$ cat config.mk
export PLATFORM = sky130hd
export DESIGN_NAME = cgra_obi_master_bridge
export DESIGN_NICKNAME = d
export VERILOG_FILES = /design/src/rtl/cgra_pkg.sv /design/src/rtl/cgra_obi_port.sv /design/src/rtl/cgra_obi_master_bridge.sv
export SDC_FILE = /design/constraint.sdc
export NUM_CORES = 1
export LEC_CHECK = 0
export ABC_CLOCK_PERIOD_IN_PS = 2300
export BUFFER_PORTS_ARGS = -buffer_cell sky130_fd_sc_hd__clkbuf_2
export CAP_MARGIN = 10
export CORE_AREA = 8 8 329 331
export DETAILED_ROUTE_END_ITERATION = 8
export DIE_AREA = 0 0 337 339
export HOLD_SLACK_MARGIN = 0.15
export SLEW_MARGIN = 20
export SYNTH_ARGS = -nofsm -noshare
export SYNTH_HDL_FRONTEND = slang
export SYNTH_SLANG_ARGS = --single-unit
$ cat constraint.sdc
create_clock -name clk_i -period 2.3 [get_ports clk_i]
set_input_delay 0.345 -clock clk_i [delete_from_list [all_inputs] [get_ports clk_i]]
set_output_delay 0.345 -clock clk_i [all_outputs]
set_load 0.1 [all_outputs]
$ cat src/rtl/cgra_pkg.sv
// Shared constants for the CGRA-to-OBI bridge: default in-flight limit and counter sizing.
package cgra_pkg;

    localparam int MAX_OUTST_DEF = 2;

    // Counter must hold the value MAX_OUTST itself, hence +1.
    function automatic int outst_cnt_w(input int max_outst);
        return $clog2(max_outst + 1);
    endfunction

endpackage

$ cat src/rtl/cgra_obi_port.sv
// One bridge lane: admission control, outstanding counter, held-request tracking, spurious-rvalid flag.
// Zero-latency request/grant gating; blocks new requests at MAX_OUTST in flight or while quiescing.
module cgra_obi_port
    import cgra_pkg::*;
#(
    parameter int MAX_OUTST = MAX_OUTST_DEF
) (
    input  logic clk_i,
    input  logic rst_i,
    input  logic quiesce_i,
    input  logic tcdm_req_i,
    input  logic obi_gnt_i,
    input  logic obi_rvalid_i,
    output logic obi_req_o,
    output logic tcdm_gnt_o,
    output logic busy_o,
    output logic outst_err_o
);

    localparam int CW = outst_cnt_w(MAX_OUTST);
    localparam logic [CW-1:0] CNT_MAX = CW'(MAX_OUTST);

    logic [CW-1:0] cnt_q, cnt_d;
    logic          pend_q, pend_d;
    logic          err_q, err_d;
    logic          allow;
    logic          fire;

    // A request already on the bus without grant must stay up, whatever quiesce_i does.
    assign allow      = pend_q | (!quiesce_i && (cnt_q < CNT_MAX));
    assign obi_req_o  = tcdm_req_i & allow;
    assign tcdm_gnt_o = obi_gnt_i & allow;
    assign fire       = obi_req_o & obi_gnt_i;

    always_comb begin
        cnt_d  = cnt_q;
        err_d  = err_q;
        pend_d = obi_req_o & ~obi_gnt_i;
        if (fire && !obi_rvalid_i) begin
            cnt_d = cnt_q + 1'b1;
        end else if (!fire && obi_rvalid_i && (cnt_q != '0)) begin
            cnt_d = cnt_q - 1'b1;
        end
        if (obi_rvalid_i && (cnt_q == '0)) begin
            err_d = 1'b1;
        end
    end

    always_ff @(posedge clk_i) begin
        if (rst_i) begin
            cnt_q  <= '0;
            pend_q <= 1'b0;
            err_q  <= 1'b0;
        end else begin
            cnt_q  <= cnt_d;
            pend_q <= pend_d;
            err_q  <= err_d;
        end
    end

    assign busy_o      = pend_q | (cnt_q != '0);
    assign outst_err_o = err_q;

endmodule

$ cat src/rtl/cgra_obi_master_bridge.sv
// N-port CGRA TCDM to OBI master bridge with quiesce/drain, plus sticky maskable event interrupt.
// Requests and responses pass combinationally; int_o is registered one cycle after the event.
module cgra_obi_master_bridge
    import cgra_pkg::*;
#(
    parameter int N_PORTS   = 4,
    parameter int ADDR_W    = 32,
    parameter int DATA_W    = 32,
    parameter int MAX_OUTST = MAX_OUTST_DEF,
    parameter int N_EVT     = 4
) (
    input  logic                        clk_i,
    input  logic                        rst_i,
    input  logic [N_PORTS-1:0]          tcdm_req_i,
    input  logic [N_PORTS*ADDR_W-1:0]   tcdm_add_i,
    input  logic [N_PORTS-1:0]          tcdm_wen_i,
    input  logic [N_PORTS*DATA_W/8-1:0] tcdm_be_i,
    input  logic [N_PORTS*DATA_W-1:0]   tcdm_wdata_i,
    output logic [N_PORTS-1:0]          tcdm_gnt_o,
    output logic [N_PORTS*DATA_W-1:0]   tcdm_rdata_o,
    output logic [N_PORTS-1:0]          tcdm_rvalid_o,
    output logic [N_PORTS-1:0]          obi_req_o,
    output logic [N_PORTS*ADDR_W-1:0]   obi_addr_o,
    output logic [N_PORTS-1:0]          obi_we_o,
    output logic [N_PORTS*DATA_W/8-1:0] obi_be_o,
    output logic [N_PORTS*DATA_W-1:0]   obi_wdata_o,
    input  logic [N_PORTS-1:0]          obi_gnt_i,
    input  logic [N_PORTS-1:0]          obi_rvalid_i,
    input  logic [N_PORTS*DATA_W-1:0]   obi_rdata_i,
    input  logic                        quiesce_i,
    output logic                        idle_o,
    input  logic [N_EVT-1:0]            evt_i,
    input  logic [N_EVT-1:0]            evt_mask_i,
    input  logic [N_EVT-1:0]            evt_clr_i,
    output logic [N_EVT-1:0]            evt_pending_o,
    output logic                        int_o,
    output logic [N_PORTS-1:0]          outst_err_o
);

    logic [N_PORTS-1:0] busy;

    assign obi_addr_o    = tcdm_add_i;
    assign obi_we_o      = ~tcdm_wen_i;
    assign obi_be_o      = tcdm_be_i;
    assign obi_wdata_o   = tcdm_wdata_i;
    assign tcdm_rvalid_o = obi_rvalid_i;
    assign tcdm_rdata_o  = obi_rdata_i;

    for (genvar p = 0; p < N_PORTS; p++) begin : g_port
        cgra_obi_port #(
            .MAX_OUTST(MAX_OUTST)
        ) u_port (
            .clk_i       (clk_i),
            .rst_i       (rst_i),
            .quiesce_i   (quiesce_i),
            .tcdm_req_i  (tcdm_req_i[p]),
            .obi_gnt_i   (obi_gnt_i[p]),
            .obi_rvalid_i(obi_rvalid_i[p]),
            .obi_req_o   (obi_req_o[p]),
            .tcdm_gnt_o  (tcdm_gnt_o[p]),
            .busy_o      (busy[p]),
            .outst_err_o (outst_err_o[p])
        );
    end

    // busy is built only from flops, so idle_o cannot glitch on request-side inputs.
    assign idle_o = quiesce_i & ~(|busy);

    logic [N_EVT-1:0] evt_pend_q, evt_pend_d;
    logic             int_q;

    // Set dominates clear so an event coinciding with its acknowledge is not lost.
    assign evt_pend_d = (evt_pend_q & ~evt_clr_i) | evt_i;

    always_ff @(posedge clk_i) begin
        if (rst_i) begin
            evt_pend_q <= '0;
            int_q      <= 1'b0;
        end else begin
            evt_pend_q <= evt_pend_d;
            int_q      <= |(evt_pend_d & evt_mask_i);
        end
    end

    assign evt_pending_o = evt_pend_q;
    assign int_o         = int_q;

endmodule

## Yosys cells after proc, flatten, opt, wreduce, memory -nomap -nowiden

Index checks and enable logic that the tools add are counted.
W data, S select, Z words.

| storage, ports and cells | value |
|---|---|
| input port bits | 431 |
| memory bits (read-only) | 0 |
| logic and storage cells | 112 |
| memories kept | 0 |
| output and inout port bits | 426 |
| latch bits | 0 |
| RAM bits | 0 |
| flip-flop bits (word level) | 21 |

| operators by class | value |
|---|---|
| reduce and logical (&&, ||, !) cells | 43 |
| multiplexer cells | 8 |
| bitwise gates (word level) | 35 |
| $mul | 0 |
| shift operators | 0 |
| equality and inequality tests | 0 |
| div/mod/pow operators | 0 |
| $lt $le $gt $ge | 4 |
| add/sub/neg operators | 8 |

Operators with widths:

| kind | number |
|---|---|
| $logic_and A1 B1 Y1 | 20 |
| $and A1 B1 Y1 | 17 |
| $mux W2 | 8 |
| $reduce_bool A2 Y1 | 8 |
| $logic_not A1 Y1 | 9 |
| $add A2 B1 Y2 const B | 4 |
| $and A4 B4 Y4 | 2 |
| $logic_not A2 Y1 | 4 |
| $lt A2 B2 Y1 const B | 4 |
| $not A4 Y4 | 2 |
| $or A1 B1 Y1 | 8 |
| $reduce_or A4 Y1 | 2 |
| $sub A2 B1 Y2 const B | 4 |
| $not A1 Y1 | 5 |
| $or A4 B4 Y4 | 1 |

## Longest topological paths before layout

Gate-level depths: netlist of run 1.

| logic depth | value |
|---|---|
| depth after elaboration | 10 |
| mapped depth | 5 |
| depth with buffers taken out | 3 |

## Cells and area by module

A second synthesis of run 1 with hierarchy kept.

| second synthesis, totals | value |
|---|---|
| cell total of the unflattened synthesis | 520 |
| area, all modules | 4189.0 µm² |

Modules (own cells, without submodules):

| module | instances | cells an instance | area an instance (µm²) | seq. area each (µm²) |
|---|---|---|---|---|
| cgra_obi_master_bridge | 1 | 428 | 3288.2 | 100.1 |
| cgra_obi_port | 4 | 23 | 225.2 | 80.1 |

## Worst setup path after synthesis of run 1

OpenSTA, ideal clock, no wires.

| path | value |
|---|---|
| path type | reg-to-output |
| from | register g_port[3].u_port.cnt_q[1] |
| to | output port idle_o |
| stages on the path, launching flop included | 4 |
| required time | 1955 ps |
| path slack | 529 ps |
| buffers on the path | 0 |
| arrival | 1426 ps |
| path through | dfxtp_1 nor2_1 nand4_1 and4b_1 |

| between the ends | value |
|---|---|
| cells in the longest elaborated chain, start to end | 5 |

Ends and longest elaborated chain:

| element | line | text |
|---|---|---|
| start: declaration | cgra_obi_port.sv:23 | `logic [CW-1:0] cnt_q, cnt_d;` |
| start signal: assignment | cgra_obi_port.sv:55 | `cnt_q <= cnt_d;` |
| $reduce_bool A2 Y1 | cgra_obi_port.sv:61 | `assign busy_o = pend_q \| (cnt_q != '0);` |
| $or A1 B1 Y1 | cgra_obi_port.sv:61 |  |
| $reduce_or A4 Y1 | cgra_obi_master_bridge.sv:67 | `assign idle_o = quiesce_i & ~(\|busy);` |
| $not A1 Y1 | cgra_obi_master_bridge.sv:67 |  |
| $and A1 B1 Y1 | cgra_obi_master_bridge.sv:67 |  |
| end: declaration | cgra_obi_master_bridge.sv:31 | `output logic idle_o,` |

Every way passes these cells.

## Final worst setup path of run 1

| path | value |
|---|---|
| from | register g_port[0].u_port.pend_q |
| to | output port obi_req_o[0] |

| between the ends | value |
|---|---|
| cells in the longest elaborated chain, start to end | 2 |

Ends and longest elaborated chain:

| element | line | text |
|---|---|---|
| start: declaration | cgra_obi_port.sv:24 | `logic pend_q, pend_d;` |
| start signal: assignment | cgra_obi_port.sv:56 | `pend_q <= pend_d;` |
| $or A1 B1 Y1 | cgra_obi_port.sv:30 | `assign allow = pend_q \| (!quiesce_i && (cnt_q < CNT_MAX));` |
| $and A1 B1 Y1 | cgra_obi_port.sv:31 | `assign obi_req_o = tcdm_req_i & allow;` |
| end: declaration | cgra_obi_master_bridge.sv:22 | `output logic [N_PORTS-1:0] obi_req_o,` |

Every way passes these cells.

==> results of run 1 <==
[cell usage in the layout (no fill, tap or decap), drive strengths merged]
cell	instances
nor3b	7
o21ba	4
and4	1
o21bai	4
nand2	3
inv	10
a41oi	1
or4	3
nand4	2
a211o	6
nor2	13
a31oi	4
nand3	10
a2111oi	1
diode	2
and3	3
o311ai	1
nand2b	4
clkbuf	49
dfxtp	21
a32oi	1
a21oi	4
buf	14
clkinvlp	1
and3b	6
and4b	1
and2	8
o211ai	6
a311o	1
o21ai	4
nor2b	4
[worst register-to-register path: stages, from the launching register on]
cell and delay (ns):
dfxtp_1 0.38, o21bai_2 0.21, buf_4 0.20, and2_2 0.25
nor3b_2 0.15, buf_4 0.17
[cell families after synthesis]
family,after synthesis
flip-flops,21
AND/OR/NAND/NOR,65
AO/OA/AOI/OAI,37
buffers and inverters,429
[worst paths after layout]
kind | depth (start not counted) | slack, ns | end | start
setup / recovery | 4 | 0.28 | obi_req_o[0] | g_port[0].u_port.pend_q
hold / removal | 2 | 0.28 | evt_pending_o[2] | evt_i[2]
setup reg to reg | 5 | 0.83 | g_port[0].u_port.pend_q | g_port[0].u_port.pend_q
hold reg to reg | 2 | 0.48 | g_port[0].u_port.outst_err_o | g_port[0].u_port.outst_err_o
[registers in the layout (all words and copies together), names as in the netlist]
name                       count
g_port.u_port.outst_err_o      4
g_port.u_port.pend_q           4
g_port.u_port.cnt_q            8
evt_pending_o                  4
int_o                          1
[report_power, final]
group / internal [mW] / switching (mW) / total (mW) / leakage [nW]
Clock: 0.240 / 0.251 / 0.491 / 0.0371
Sequential: 0.379 / 0.0106 / 0.390 / 0.173
Combinational: 0.0883 / 0.338 / 0.427 / 0.546
[through the flow]
step	std cells	cell area [um2]
after floorplan	552	4309
after global placement	1573	3267
after detailed placement	1573	3267
after CTS	1577	3349
after global routing	1577	3349
final	1579	3354
[area by class of cell]
class / instances / area share [%]
inverter: 10 / 1.119
clock buffer: 3 / 2.238
sequential: 21 / 12.53
clock inverter: 1 / 0.2238
antenna: 2 / 0.1492
multi-input combinational: 102 / 21.15
timing repair buffer: 60 / 11.12
tap: 1380 / 51.47
[per-layer routing]
metal	vias up	wire length, um	track usage, %
met5	-	33	0.2170
met4	2	2381	3.177
met3	153	25260	19.95
met2	508	23970	14.07
met1	738	7614	3.686
li1	633	-	-
==> flow_summary.json, run 1 <==
{
  "outcome": "complete, no violations",
  "start_kind": "register",
  "slew_violations": 0,
  "crit_required_ns": 1.96,
  "pin_count": 857,
  "postSynthCellCount": 552,
  "cpMostUsedCell": "buf_4",
  "crit_type": "reg -> out",
  "fillCellCount": 12290,
  "synth_fa_ha_area_share_pct": 0,
  "hold_viol_final": 0,
  "worstPathBufferInverterCount": 2,
  "grt_start_max_net_pins": 21,
  "final_net_count": 629,
  "die_h_um": 339,
  "syn_to_final_growth_pct": -22.15,
  "setup_ws_ns": 0.2801,
  "cts_buffers": 3,
  "cts_root_buf": "clkbuf_16",
  "fmax_mhz": 495.1,
  "tns_ns": 0,
  "synth_area_per_cell_um2": 7.806,
  "synth_compound_gate_area_share_pct": 6.969,
  "hold_buffers": 0,
  "mappedNetlistNets": 983,
  "cp_slowest_cell": "dfxtp_1",
  "insertion_delay_ns": 0.31,
  "holdWs_ns": 0.2765,
  "wl_per_cell_um": 37.53,
  "slew_headroom_pct": 48.38,
  "grt_pass1_wl_mm": 63.36,
  "finalWirelength_mm": 59.26,
  "postCtsResizedCells": 0,
  "post_cts_buffers": 0,
  "yosys.cell_types.count": 36,
  "pre_cts_ws_ns": 0.5762,
  "die_w_um": 337,
  "worst_pin_slew_ns": 0.7775,
  "skew_ns": 0.02523,
  "synthXorXnorAreaFrac_pct": 0,
  "register_area_um2": 420.4,
  "antenna_found_initial": 7,
  "path_cells": "o21bai_2 > buf_4 > and2_2 > buf_4",
  "dieArea_um2": 114200,
  "hold_path.class": "in -> reg",
  "synth_top_area_share_pct": 72.65,
  "synthSimpleGateAreaFrac_pct": 9.379,
  "yosysTopAreaCell": "buf_4",
  "drtIter0Drc": 60,
  "drt_pass1_iterations": 4,
  "ys_ff_latch": 21,
  "io_buffers": 56,
  "p_per_area_nw_per_um2": 389.7,
  "ys_top_cells_by_count": "buf_4, dfxtp_1, nor2_1",
  "clockBufferDepth": 2,
  "p_total_mw": 1.307,
  "synth.area.mux_share_pct": 0,
  "peakVddDrop_v": 0.0002767,
  "track_usage_pct": 9.828,
  "p_leak_nw": 0.7555,
  "multi_input_area_um2": 709.4,
  "ys_seq_area_share_pct": 9.756,
  "post-route-util_pct": 3.260,
  "rsz0062_at_grt": "no",
  "maxCapViolations": 0,
  "drc": 0,
  "cp-end-kind": "output port",
  "min_period_ns": 2.020,
  "clkTransAtPathRegs_ns": 0.10,
  "globalplace.congestion": 0.6896,
  "synth_ff_type": "dfxtp_1",
  "cp_max_fo": 8,
  "coreArea_um2": 102900,
  "timing.final.crit_share_pct": 87.82,
  "rows": 118,
  "overflow": 0,
  "syn-cell-area_um2": 4309,
  "tritoncts": "done",
  "drive_gt1_share_pct": 40.61,
  "synth_most_common_cell": "buf_4",
  "vias": 2034,
  "hpwl_mm": 57.13,
  "detail_route.vias_per_cell": 1.288,
  "synthArstFlopShare_pct": 0,
  "arrival_ns": 1.67,
  "synth_edf_count": 0,
  "ant_nets": 0,
  "h-tree-depth": 1,
  "cts_sinks": 21,
  "yosys_warnings": 0,
  "grt_pass1_vias": 2097,
  "synth_area_leaders": "buf_4, dfxtp_1, a211o_1, nand3_1, nor2_1",
  "synth_top_family_by_area": "buffers and inverters",
  "start_util_pct": 4.187,
  "setup_viol": 0,
  "crit_family": "buffers and inverters",
  "cpPeakStageDelay_ns": 0.45
}
(Power assumes the default switching activity.)
==> run 2: changes to the inputs <==
- HOLD_SLACK_MARGIN: 0.15 -> 0.02
- MAX_ROUTING_LAYER: unset -> met4
==> flow_summary.json, run 2 (synthesized netlist as in run 1, its figures left out) <==
{
  "hold_buffers": 0,
  "arrival_ns": 1.61,
  "detail_route.vias_per_cell": 1.288,
  "clkTransAtPathRegs_ns": 0.10,
  "drive_gt1_share_pct": 40.61,
  "fmax_mhz": 511.9,
  "start_util_pct": 4.187,
  "overflow": 0,
  "skew_ns": 0.02060,
  "drt_pass1_iterations": 4,
  "p_per_area_nw_per_um2": 388.2,
  "final_common_cell": "clkbuf_2",
  "drc": 0,
  "cts_root_buf": "clkbuf_16",
  "io_buffers": 56,
  "syn_to_final_growth_pct": -22.21,
  "hold_path_end": "evt_pending_o[2]",
  "timing.final.crit_share_pct": 84.93,
  "final_cell_mix": "clkbuf_2, dfxtp_1, nor2_1, buf_4",
  "drt-met1-wl_mm": 7.917,
  "pin_count": 857,
  "power.internal_uw": 707.5,
  "regMostFlops": "g_port.u_port.cnt_q",
  "track_usage_pct": 10.11,
  "final_net_count": 629,
  "antenna_found_initial": 6,
  "crit_required_ns": 1.96,
  "top_layer_used": "met4",
  "postCtsResizedCells": 0,
  "post_cts_buffers": 0,
  "largest_reg_flops": 8,
  "pwr-share-clk_pct": 37.2,
  "finalWirelength_mm": 59.24,
  "rr_worst_depth": 5,
  "cts_sinks": 21,
  "ant_nets": 0,
  "wl_per_cell_um": 37.54,
  "switching_share_pct": 45.63,
  "tns_ns": 0,
  "rows": 118,
  "cts_buffers": 3,
  "maxCapViolations": 0,
  "vias": 2032,
  "grt_pass1_vias": 2102,
  "hpwl_mm": 57.13,
  "p_comb_share_pct": 32.8,
  "dr_wl_met2_mm": 24.12,
  "p_total_mw": 1.301,
  "dr_wl_met3_mm": 24.97,
  "setup_viol": 0,
  "hold_viol_final": 0,
  "start_kind": "register",
  "slew_violations": 0,
  "hold_start": "evt_i[2]",
  "rr_startpoint": "g_port[0].u_port.pend_q",
  "globalplace.congestion": 0.6970,
  "die_h_um": 339,
  "cp_max_fo": 8,
  "worst_pin_slew_ns": 0.7976,
  "drtIter0Drc": 48,
  "die_w_um": 337,
  "timing.rr.end": "g_port[0].u_port.pend_q",
  "h-tree-depth": 1,
  "hold_path.class": "in -> reg",
  "grt_start_max_net_pins": 21,
  "hold_depth": 2,
  "rrSetupSlack_ns": 0.86,
  "outcome": "complete, no violations",
  "rsz0062_at_grt": "no",
  "clockBufferDepth": 2,
  "grt_pass1_wl_mm": 63.41,
  "slew_headroom_pct": 47.05,
  "switchingPower_uw": 593.8,
  "peakVddDrop_v": 0.0002666,
  "cp-end-kind": "output port",
  "seqPwrFrac_pct": 30.0,
  "insertion_delay_ns": 0.31,
  "crit_type": "reg -> out",
  "tritoncts": "done",
  "coreArea_um2": 102900,
  "min_period_ns": 1.953,
  "dieArea_um2": 114200,
  "p_leak_nw": 0.7554
}
## run 2: cell count changes in the layout (fill, tap and decap cells not counted)
cell     delta
diode_2     -1
## run 2: worst max-delay path, stage by stage, from the launching register on
cell,delay (ns)
dfxtp_1,0.43
o21bai_2,0.15
buf_4,0.22
and2_2,0.19
buf_4,0.29
## run 2: area by class of cell
cell class / count / area (um2)
tap: 1380 / 1727
multi-input combinational: 102 / 709.4
inverter: 10 / 37.54
antenna: 1 / 2.502
clock inverter: 1 / 7.507
timing repair buffer: 60 / 372.9
clock buffer: 3 / 75.07
fill: 12290 / 99550
sequential: 21 / 420.4
## run 2: how the worst max path moves through the flow
stage,from,slack (ns),endpoint,cells past startpoint
6_report,g_port[0].u_port.pend_q,0.35,obi_req_o[0],4
5_1_grt,g_port[0].u_port.pend_q,0.25,obi_req_o[0],4
4_1_cts,g_port[0].u_port.pend_q,0.31,obi_req_o[0],4
3_5_place_dp,quiesce_i,0.58,tcdm_gnt_o[2],4
3_3_place_gp,quiesce_i,0.58,tcdm_gnt_o[0],5
2_1_floorplan,g_port[3].u_port.cnt_q[1],0.53,idle_o,3
## run 2: power groups by stage
stage	Combinational, mW	Clock (mW)	Sequential [mW]
4_1_cts	0.438	0.543	0.390
3_3_place_gp	0.437	0	0.399
2_1_floorplan	3.55	0	0.439
3_5_place_dp	0.437	0	0.399
6_report	0.427	0.484	0.390
5_1_grt	0.450	0.546	0.393
## run 2: metrics by stage
stage	std cells	worst slack, ns	area (um2)	hold slack (ns)	util [%]
floorplan	552	0.5285	4309	0.4145	-
global placement	1573	0.5764	3267	0.4509	3.175
detailed placement	1573	0.5762	3267	0.4640	3.175
CTS	1577	0.3068	3349	0.2501	3.255
global route	1577	0.2525	3349	0.2716	3.255
finish	1578	0.3467	3352	0.2783	3.257
## run 2: per-layer routing
metal	GRT usage [%]	up-vias
met4	3.000	0
met2	14.17	519
met3	19.80	161
met1	3.791	721
li1	-	631
met5	-	-
